File: src/rtl/attack_resolver.sv
// Resolves one attack or special-move button press into a single strike
// (dodge roll, crit, meter gating, speed-scaled cooldown) for the stat blocks.
module attack_resolver #(
   parameter logic [5:0]  BASE_DMG      = 6'd10,
   parameter logic [5:0]  SPECIAL_DMG   = 6'd30,
   parameter logic [2:0]  SPECIAL_COST  = 3'd3,
   parameter int unsigned COOLDOWN_BASE = 4,
   parameter bit          CRIT_EN       = 1'b1,
   parameter logic [7:0]  LFSR_SEED     = 8'hA5
) (
   input  logic       clk,
   input  logic       rst,
   input  logic       btn_attack,
   input  logic       btn_special,
   input  logic [2:0] atk_speed,
   input  logic [4:0] atk_special,
   input  logic [2:0] def_dodge,
   output logic [5:0] damage,
   output logic [2:0] cost,
   output logic       en,
   output logic       update,
   output logic       busy,
   output logic       crit,
   output logic       denied
);

   localparam logic [2:0] S_IDLE  = 3'd0;
   localparam logic [2:0] S_ROLL  = 3'd1;
   localparam logic [2:0] S_SETUP = 3'd2;
   localparam logic [2:0] S_APPLY = 3'd3;
   localparam logic [2:0] S_COOL  = 3'd4;

   logic [2:0] state_q, state_d;
   logic       prev_atk_q, prev_spc_q;
   logic [7:0] lfsr_q, lfsr_d;
   logic [7:0] cool_q, cool_d;
   logic       is_special_q, is_special_d;
   logic [5:0] damage_q, damage_d;
   logic [2:0] cost_q, cost_d;
   logic       en_q, en_d;
   logic       crit_q, crit_d;
   logic       update_q, update_d;
   logic       busy_q, busy_d;
   logic       denied_q, denied_d;

   logic       atk_edge, spc_edge, meter_ok, dodged, atk_crit;
   logic [5:0] atk_sum, atk_dmg, spc_dmg;
   logic [7:0] cool_prod, cool_load;

   function automatic logic [5:0] sat63(input logic [6:0] v);
      return v[6] ? 6'd63 : v[5:0];
   endfunction

   always_comb begin
      atk_edge  = btn_attack & ~prev_atk_q;
      spc_edge  = btn_special & ~prev_spc_q;
      meter_ok  = (atk_special >= {2'b00, SPECIAL_COST});
      lfsr_d    = {lfsr_q[6:0], lfsr_q[7] ^ lfsr_q[5] ^ lfsr_q[4] ^ lfsr_q[3]};
      // Saturate the base sum before doubling so the 7-bit intermediate cannot wrap.
      atk_sum   = sat63({1'b0, BASE_DMG} + {4'b0000, atk_speed});
      atk_crit  = CRIT_EN && (lfsr_q[7:5] == 3'b111);
      atk_dmg   = atk_crit ? sat63({atk_sum, 1'b0}) : atk_sum;
      spc_dmg   = sat63({1'b0, SPECIAL_DMG} + {3'b000, atk_speed, 1'b0});
      dodged    = !is_special_q && (lfsr_q[3:0] < {1'b0, def_dodge});
      cool_prod = 8'(COOLDOWN_BASE * (32'd8 - 32'(atk_speed)));
      cool_load = (cool_prod == 8'd0) ? 8'd1 : cool_prod;
   end

   // NOTE: every signal assigned here gets a default first, so no path can infer a latch.
   always_comb begin
      state_d      = state_q;
      is_special_d = is_special_q;
      cool_d       = cool_q;
      damage_d     = damage_q;
      cost_d       = cost_q;
      en_d         = en_q;
      crit_d       = crit_q;
      denied_d     = 1'b0;
      case (state_q)
         S_IDLE: begin
            denied_d = spc_edge && !meter_ok;
            if (spc_edge && meter_ok) begin
               state_d      = S_ROLL;
               is_special_d = 1'b1;
            end else if (atk_edge) begin
               state_d      = S_ROLL;
               is_special_d = 1'b0;
            end
         end
         S_ROLL: begin
            state_d = S_SETUP;
            cool_d  = cool_load;
            if (is_special_q) begin
               {damage_d, cost_d, en_d, crit_d} = {spc_dmg, SPECIAL_COST, 1'b1, 1'b0};
            end else if (dodged) begin
               {damage_d, cost_d, en_d, crit_d} = {6'd0, 3'd0, 1'b0, 1'b0};
            end else begin
               {damage_d, cost_d, en_d, crit_d} = {atk_dmg, 3'd0, 1'b1, atk_crit};
            end
         end
         S_SETUP: state_d = S_APPLY;
         S_APPLY: state_d = S_COOL;
         S_COOL: begin
            if (cool_q <= 8'd1) state_d = S_IDLE;
            else                cool_d  = cool_q - 8'd1;
         end
         default: state_d = S_IDLE;
      endcase
      update_d = (state_q == S_SETUP);
      busy_d   = (state_d != S_IDLE);
   end

   // NOTE: sequential state uses non-blocking assignments so all registers update together.
   always_ff @(posedge clk) begin
      if (rst) begin
         state_q      <= S_IDLE;
         prev_atk_q   <= 1'b1;
         prev_spc_q   <= 1'b1;
         lfsr_q       <= LFSR_SEED;
         cool_q       <= 8'd0;
         is_special_q <= 1'b0;
         damage_q     <= 6'd0;
         cost_q       <= 3'd0;
         en_q         <= 1'b0;
         crit_q       <= 1'b0;
         update_q     <= 1'b0;
         busy_q       <= 1'b0;
         denied_q     <= 1'b0;
      end else begin
         state_q      <= state_d;
         prev_atk_q   <= btn_attack;
         prev_spc_q   <= btn_special;
         lfsr_q       <= lfsr_d;
         cool_q       <= cool_d;
         is_special_q <= is_special_d;
         damage_q     <= damage_d;
         cost_q       <= cost_d;
         en_q         <= en_d;
         crit_q       <= crit_d;
         update_q     <= update_d;
         busy_q       <= busy_d;
         denied_q     <= denied_d;
      end
   end

   assign damage = damage_q;
   assign cost   = cost_q;
   assign en     = en_q;
   assign crit   = crit_q;
   assign update = update_q;
   assign busy   = busy_q;
   assign denied = denied_q;

endmodule

File: config.mk
export PLATFORM = sky130hd
export DESIGN_NAME = attack_resolver
export DESIGN_NICKNAME = d
export VERILOG_FILES = /design/src/rtl/attack_resolver.sv
export SDC_FILE = /design/constraint.sdc
export NUM_CORES = 1
export LEC_CHECK = 0
export CAP_MARGIN = 20
export CORE_ASPECT_RATIO = 1.75
export CORE_MARGIN = 2
export CORE_UTILIZATION = 50
export CTS_CLUSTER_DIAMETER = 30
export DETAILED_ROUTE_END_ITERATION = 12
export GPL_ROUTABILITY_DRIVEN = 0
export PLACE_DENSITY = 0.76
export SLEW_MARGIN = 30
export SYNTH_ARGS = -nofsm -noshare
export SYNTH_HDL_FRONTEND = slang
export SYNTH_SLANG_ARGS = --single-unit
File: constraint.sdc
create_clock -name clk -period 3.7 [get_ports clk]
set_clock_uncertainty 0.1 [all_clocks]
set_input_delay 0.925 -clock clk [delete_from_list [all_inputs] [get_ports clk]]
set_output_delay 0.925 -clock clk [all_outputs]
set_load 0.01 [all_outputs]
; After elaboration in Yosys (flattened, before gate mapping)
; Index checks and enable logic that the tools add are counted.
[totals]
regBits = 36
output_inout_bits = 14
in_bits = 15
word_cells = 67
[op_classes]
n_reduce_logical = 13
bitwise_logic = 8
order_cmp = 3
eq_ne = 6
addsub = 4
muxes = 20
[op_table]
columns = cell, n
row1 = $mux W6, 6
row2 = $mux W8, 2
row3 = $pmux W8 S2, 1
row4 = $pmux W3 S5, 1
row5 = $mux W3, 3
row6 = $le A8 B1 Y1 const B, 1
row7 = $logic_not A8 Y1, 1
row8 = $sub A8 B1 Y8 const B, 1
row9 = $add A5 B4 Y6 const A, 1
row10 = $eq A3 B2 Y1 const B, 2
row11 = $eq A3 B3 Y1 const B, 2
row12 = $mux W1, 6
row13 = $add A4 B3 Y5 const A, 1
row14 = $ge A5 B2 Y1 const B, 1
row15 = $sub A4 B3 Y5 const A, 1
row16 = $lt A4 B3 Y1, 1
row17 = $reduce_and A2 Y1, 2
row18 = $reduce_bool A2 Y1, 2
row19 = $eq A3 B1 Y1 const B, 1
row20 = $logic_and A1 B1 Y1, 3
row21 = $logic_not A3 Y1, 1
row22 = $not A1 Y1, 3
row23 = $reduce_bool A3 Y1, 1
row24 = $xor A1 B1 Y1, 3
row25 = 5 further kinds, 7

; Logic depth before layout (Yosys ltp)
[depth]
word_depth = 6
ltp_mapped = 7

; Least setup slack after synthesis
; Ideal clock, no wire load.
[synth_timing]
path_type = input to register
from = input port def_dodge[2]
to = register damage_q[3] (netlist: damage[3])
required_time_ns = 3.469
setup_slack_ns = 1.433
t_arrival_ns = 2.036
cell_stages = 6
cell_sequence = inv_1 > ha_1 > a211oi_1 > o21ai_0 > o211ai_1 > o21ai_0
[synth_via]
elab_chain_len = 4
[synth_lines]
columns = item, line_no
row1 = start: declaration, 17  ; input logic [2:0] def_dodge,
row2 = $lt A4 B3 Y1, 64  ; dodged = !is_special_q && (lfsr_q[3:0] < {1'b0, def_dodge});
row3 = $logic_and A1 B1 Y1, 64
row4 = $mux W6, 95  ; end else if (dodged) begin
row5 = $mux W6, 93  ; if (is_special_q) begin
row6 = end signal: assignment, 136  ; damage_q <= damage_d;
row7 = end: declaration, 38  ; logic [5:0] damage_q, damage_d;
; Every way passes these cells.
; A chain may end at the register's enable or synchronous reset.

; Final worst setup path
[layout_timing]
from = input port def_dodge[2]
to = register damage_q[0] (netlist: damage[0])
; The elaborated chain is that of the path after synthesis.

==> results.sh <==
export IMPL_status="complete, no violations"
export IMPL_worstPathArrival_ns=2.78
export IMPL_first_pass_iters=4
export IMPL_syn_nets=215
export IMPL_cts_root_buf="clkbuf_8"
export IMPL_p_leak_nw=0.806
export IMPL_critical_path_class="in -> reg"
export IMPL_worst_path_buf_inv=2
export IMPL_antenna_found_initial=0
export IMPL_fin_crit_sh=0.729
export IMPL_vias=1478
export IMPL_crit_path_end="damage[0]$_SDFFE_PP0P_"
export IMPL_grt_met1_usage=0.263
export IMPL_grt_max_degree=27
export IMPL_grt_busiest_layer="met2"
export IMPL_cpMaxStageDelayCell="clkdlybuf4s50_1"
export IMPL_yosysWarnings=0
export IMPL_rsz0062_at_grt="no"
export IMPL_start_util=0.530
export IMPL_crit_fanout=5
export IMPL_die_area_um2=3870
export IMPL_portBuffers=27
export IMPL_multi_input_area_um2=892
export IMPL_timing_rr_start="state_q[2]$_SDFF_PP0_"
export IMPL_grt_pass1_vias=1476
export IMPL_cts_sinks=34
export IMPL_cts_resized=0
export IMPL_fp_dieW_um=47.9
export IMPL_setup_viol=0
export IMPL_htreeDepth=2
export IMPL_totalPowerFinal_uw=935
export IMPL_syn_to_final_growth_pct=22.3
export IMPL_use_met3=0.0622
export IMPL_antennaDiodeCount=0
export IMPL_hold_violations=0
export IMPL_hold_worst_slack_ns=0.370
export IMPL_rr_worst_depth=4
export IMPL_vdd_drop_max_mv=0.427
export IMPL_synth_top_area_frac=0.404
export IMPL_synth_area_um2=1680
export IMPL_clk_pin_slew_worst_paths_ns=0.07
export IMPL_tightestPinTransition_ns=0.665
export IMPL_rr_endpoint="cool_q[2]$_SDFFE_PP0P_"
export IMPL_clkLatencyLatePin_ns=0.29
export IMPL_synth_ff_type="dfxtp_1"
export IMPL_path_depth=7
export IMPL_avgRoutedWirePerCell_um=16.1
export IMPL_setup_worst_path_start_class="input pin"
export IMPL_path_cells="clkdlybuf4s50_1 > inv_1 > ha_1 > nand2_1 > o21ai_0 > o211ai_1 > o41ai_1"
export IMPL_powerDensity_nw_per_um2=454
export IMPL_finalNetCount=235
export IMPL_ctsHoldBuffers=0
export IMPL_grt_use_total=0.242
export IMPL_cts_tree="built"
export IMPL_critPathTopFamily="compound AO/OA/AOI/OAI gates"
export IMPL_grt_overflow_total=0
export IMPL_ys_top_cells_by_area="dfxtp_1 (40%), ha_1 (6.7%), nand2_1 (3.6%)"
export IMPL_cp_required_ns=3.78
export IMPL_layout_common_cells="dfxtp_1 (34), clkdlybuf4s50_1 (27), nand2_1 (16), inv_1 (11), o21ai_0 (11)"
export IMPL_drive_gt1_frac=0.118
export IMPL_ys_types=47
export IMPL_fill_cells=283
export IMPL_cts_setup_buffers=0
export IMPL_holdCritPathClass="reg -> reg"
export IMPL_synth_edf_count=0
export IMPL_cp_end_kind="register"
export IMPL_drc=0
export IMPL_yosysTopAreaCell="dfxtp_1"
export IMPL_avgSynthCellArea_um2=8.82
export IMPL_dp_hpwl_um=2850
export IMPL_rows=27
export IMPL_layout_commonest_cell="dfxtp_1"
export IMPL_synth_cells=191
export IMPL_place_area_um2=1940
export IMPL_finalInstanceArea_um2=2060
export IMPL_core_area_um2=3180
export IMPL_cts_made_buffers=5
export IMPL_grt_pass1_wl_um=6630
export IMPL_synthArstFlopShare=0
export IMPL_slew_headroom=0.556
export IMPL_ios=29
export IMPL_routed_wl_um=4100
export IMPL_slowest_delay_ns=0.46
export IMPL_fp_dieH_um=80.8
export IMPL_routed_via_density=5.80
export IMPL_r2r_setup_slack_ns=1.29
export IMPL_ys_seq_area_frac=0.404
export IMPL_met2_usage=0.396
export IMPL_drt_first_iter_violations=46
export IMPL_final_max_slew_viol_count=0
export IMPL_maxCapViolCount=0
export IMPL_synth_seq_cells=34
export IMPL_cts_buffer_depth=2
export IMPL_fin_setup_tns_ns=0
export IMPL_regArea_um2=681
export IMPL_fmax_mhz=371
export IMPL_ant_nets=0
export IMPL_min_period_ns=2.70
export IMPL_worstSetupStartpoint="def_dodge[2]"
cells by family (layout without fill, tap and decap cells):
kind of cell               count (synthesis)  after routing  synth area share
and+or+nand+nor                           64             64             0.214
AOI/OAI and AO/OA                         50             50             0.204
DFF                                       34             34             0.404
buffers and inverters                     26             47            0.0698
adders and majority gates                  9              9            0.0669
xor gates and xnor gates                   4              4            0.0208
muxes                                      3              3            0.0186
other                                      1              1           0.00223
worst register-to-register path, delay by kind of cell, from the launching register on:
family,cells,cell delay (ns)
AND/OR/NAND/NOR,1,0.63
AO/OA/AOI/OAI,3,1.02
flip-flops,1,0.57
worst min-delay path by stage:
stage | start | end | slack [ns] | depth (start not counted)
after floorplan | lfsr_q[1]$_SDFF_PP0_ | lfsr_q[2]$_SDFF_PP1_ | 0.32 | 1
after global placement | lfsr_q[4]$_SDFF_PP0_ | lfsr_q[5]$_SDFF_PP1_ | 0.35 | 1
after detailed placement | damage[3]$_SDFFE_PP0P_ | damage[3]$_SDFFE_PP0P_ | 0.35 | 2
after CTS | damage[3]$_SDFFE_PP0P_ | damage[3]$_SDFFE_PP0P_ | 0.37 | 2
after global routing | lfsr_q[2]$_SDFF_PP1_ | lfsr_q[3]$_SDFF_PP0_ | 0.40 | 1
final | en$_SDFFE_PP0P_ | en$_SDFFE_PP0P_ | 0.37 | 2
Yosys cell counts (3+ instances only):
| cell | number |
|---|---|
| clkbuf_1 | 8 |
| a21oi_1 | 9 |
| or2_2 | 7 |
| nor4_1 | 4 |
| o22ai_1 | 4 |
| inv_1 | 11 |
| a31oi_1 | 5 |
| o21ai_0 | 11 |
| nor2b_1 | 6 |
| nand2_1 | 16 |
| ha_1 | 9 |
| nor2_1 | 8 |
| dfxtp_1 | 34 |
| buf_2 | 3 |
| a221oi_1 | 5 |
| a31o_2 | 4 |
| or3b_1 | 3 |
| nand3_1 | 6 |
final cells by class:
cell class                      count  area share
Multi-Input combinational cell    131       0.433
Sequential cell                    34       0.330
Timing Repair Buffer               28       0.135
Clock buffer                        5      0.0334
Tap cell                           43      0.0261
Clock inverter                      3      0.0219
Inverter                           11      0.0200
where the power goes:
group,total [mW],leakage (nW),internal [mW],switching (mW)
sequential,0.421,0.279,0.395,0.0260
combinational,0.167,0.476,0.0842,0.0832
clock,0.347,0.0504,0.200,0.147
flip-flops by register name, indices dropped and copies added, names as in the netlist:
register	cells
cost	1
en	1
lfsr_q	8
prev_atk_q	1
cool_q	8
busy	1
state_q	3
denied	1
update	1
damage	6
is_special_q	1
crit	1
prev_spc_q	1
metrics by stage:
stage          utilization  instances  setup WS, ns
2_1_floorplan            -        191          1.43
3_3_place_gp         0.611        247         0.801
3_5_place_dp         0.611        247         0.741
4_1_cts              0.647        255         0.995
5_1_grt              0.649        255         0.785
6_report             0.649        255          1.00
layer usage:
| layer | share of wire | wire length (um) | vias to the layer above |
|---|---|---|---|
| li1 | - | - | 724 |
| met1 | 0.38 | 1570 | 689 |
| met2 | 0.54 | 2230 | 48 |
| met3 | 0.040 | 165 | 17 |
| met4 | 0.033 | 136 | 0 |
| met5 | 0 | 0 | - |
Note: power is estimated with default switching activity, not from simulation.
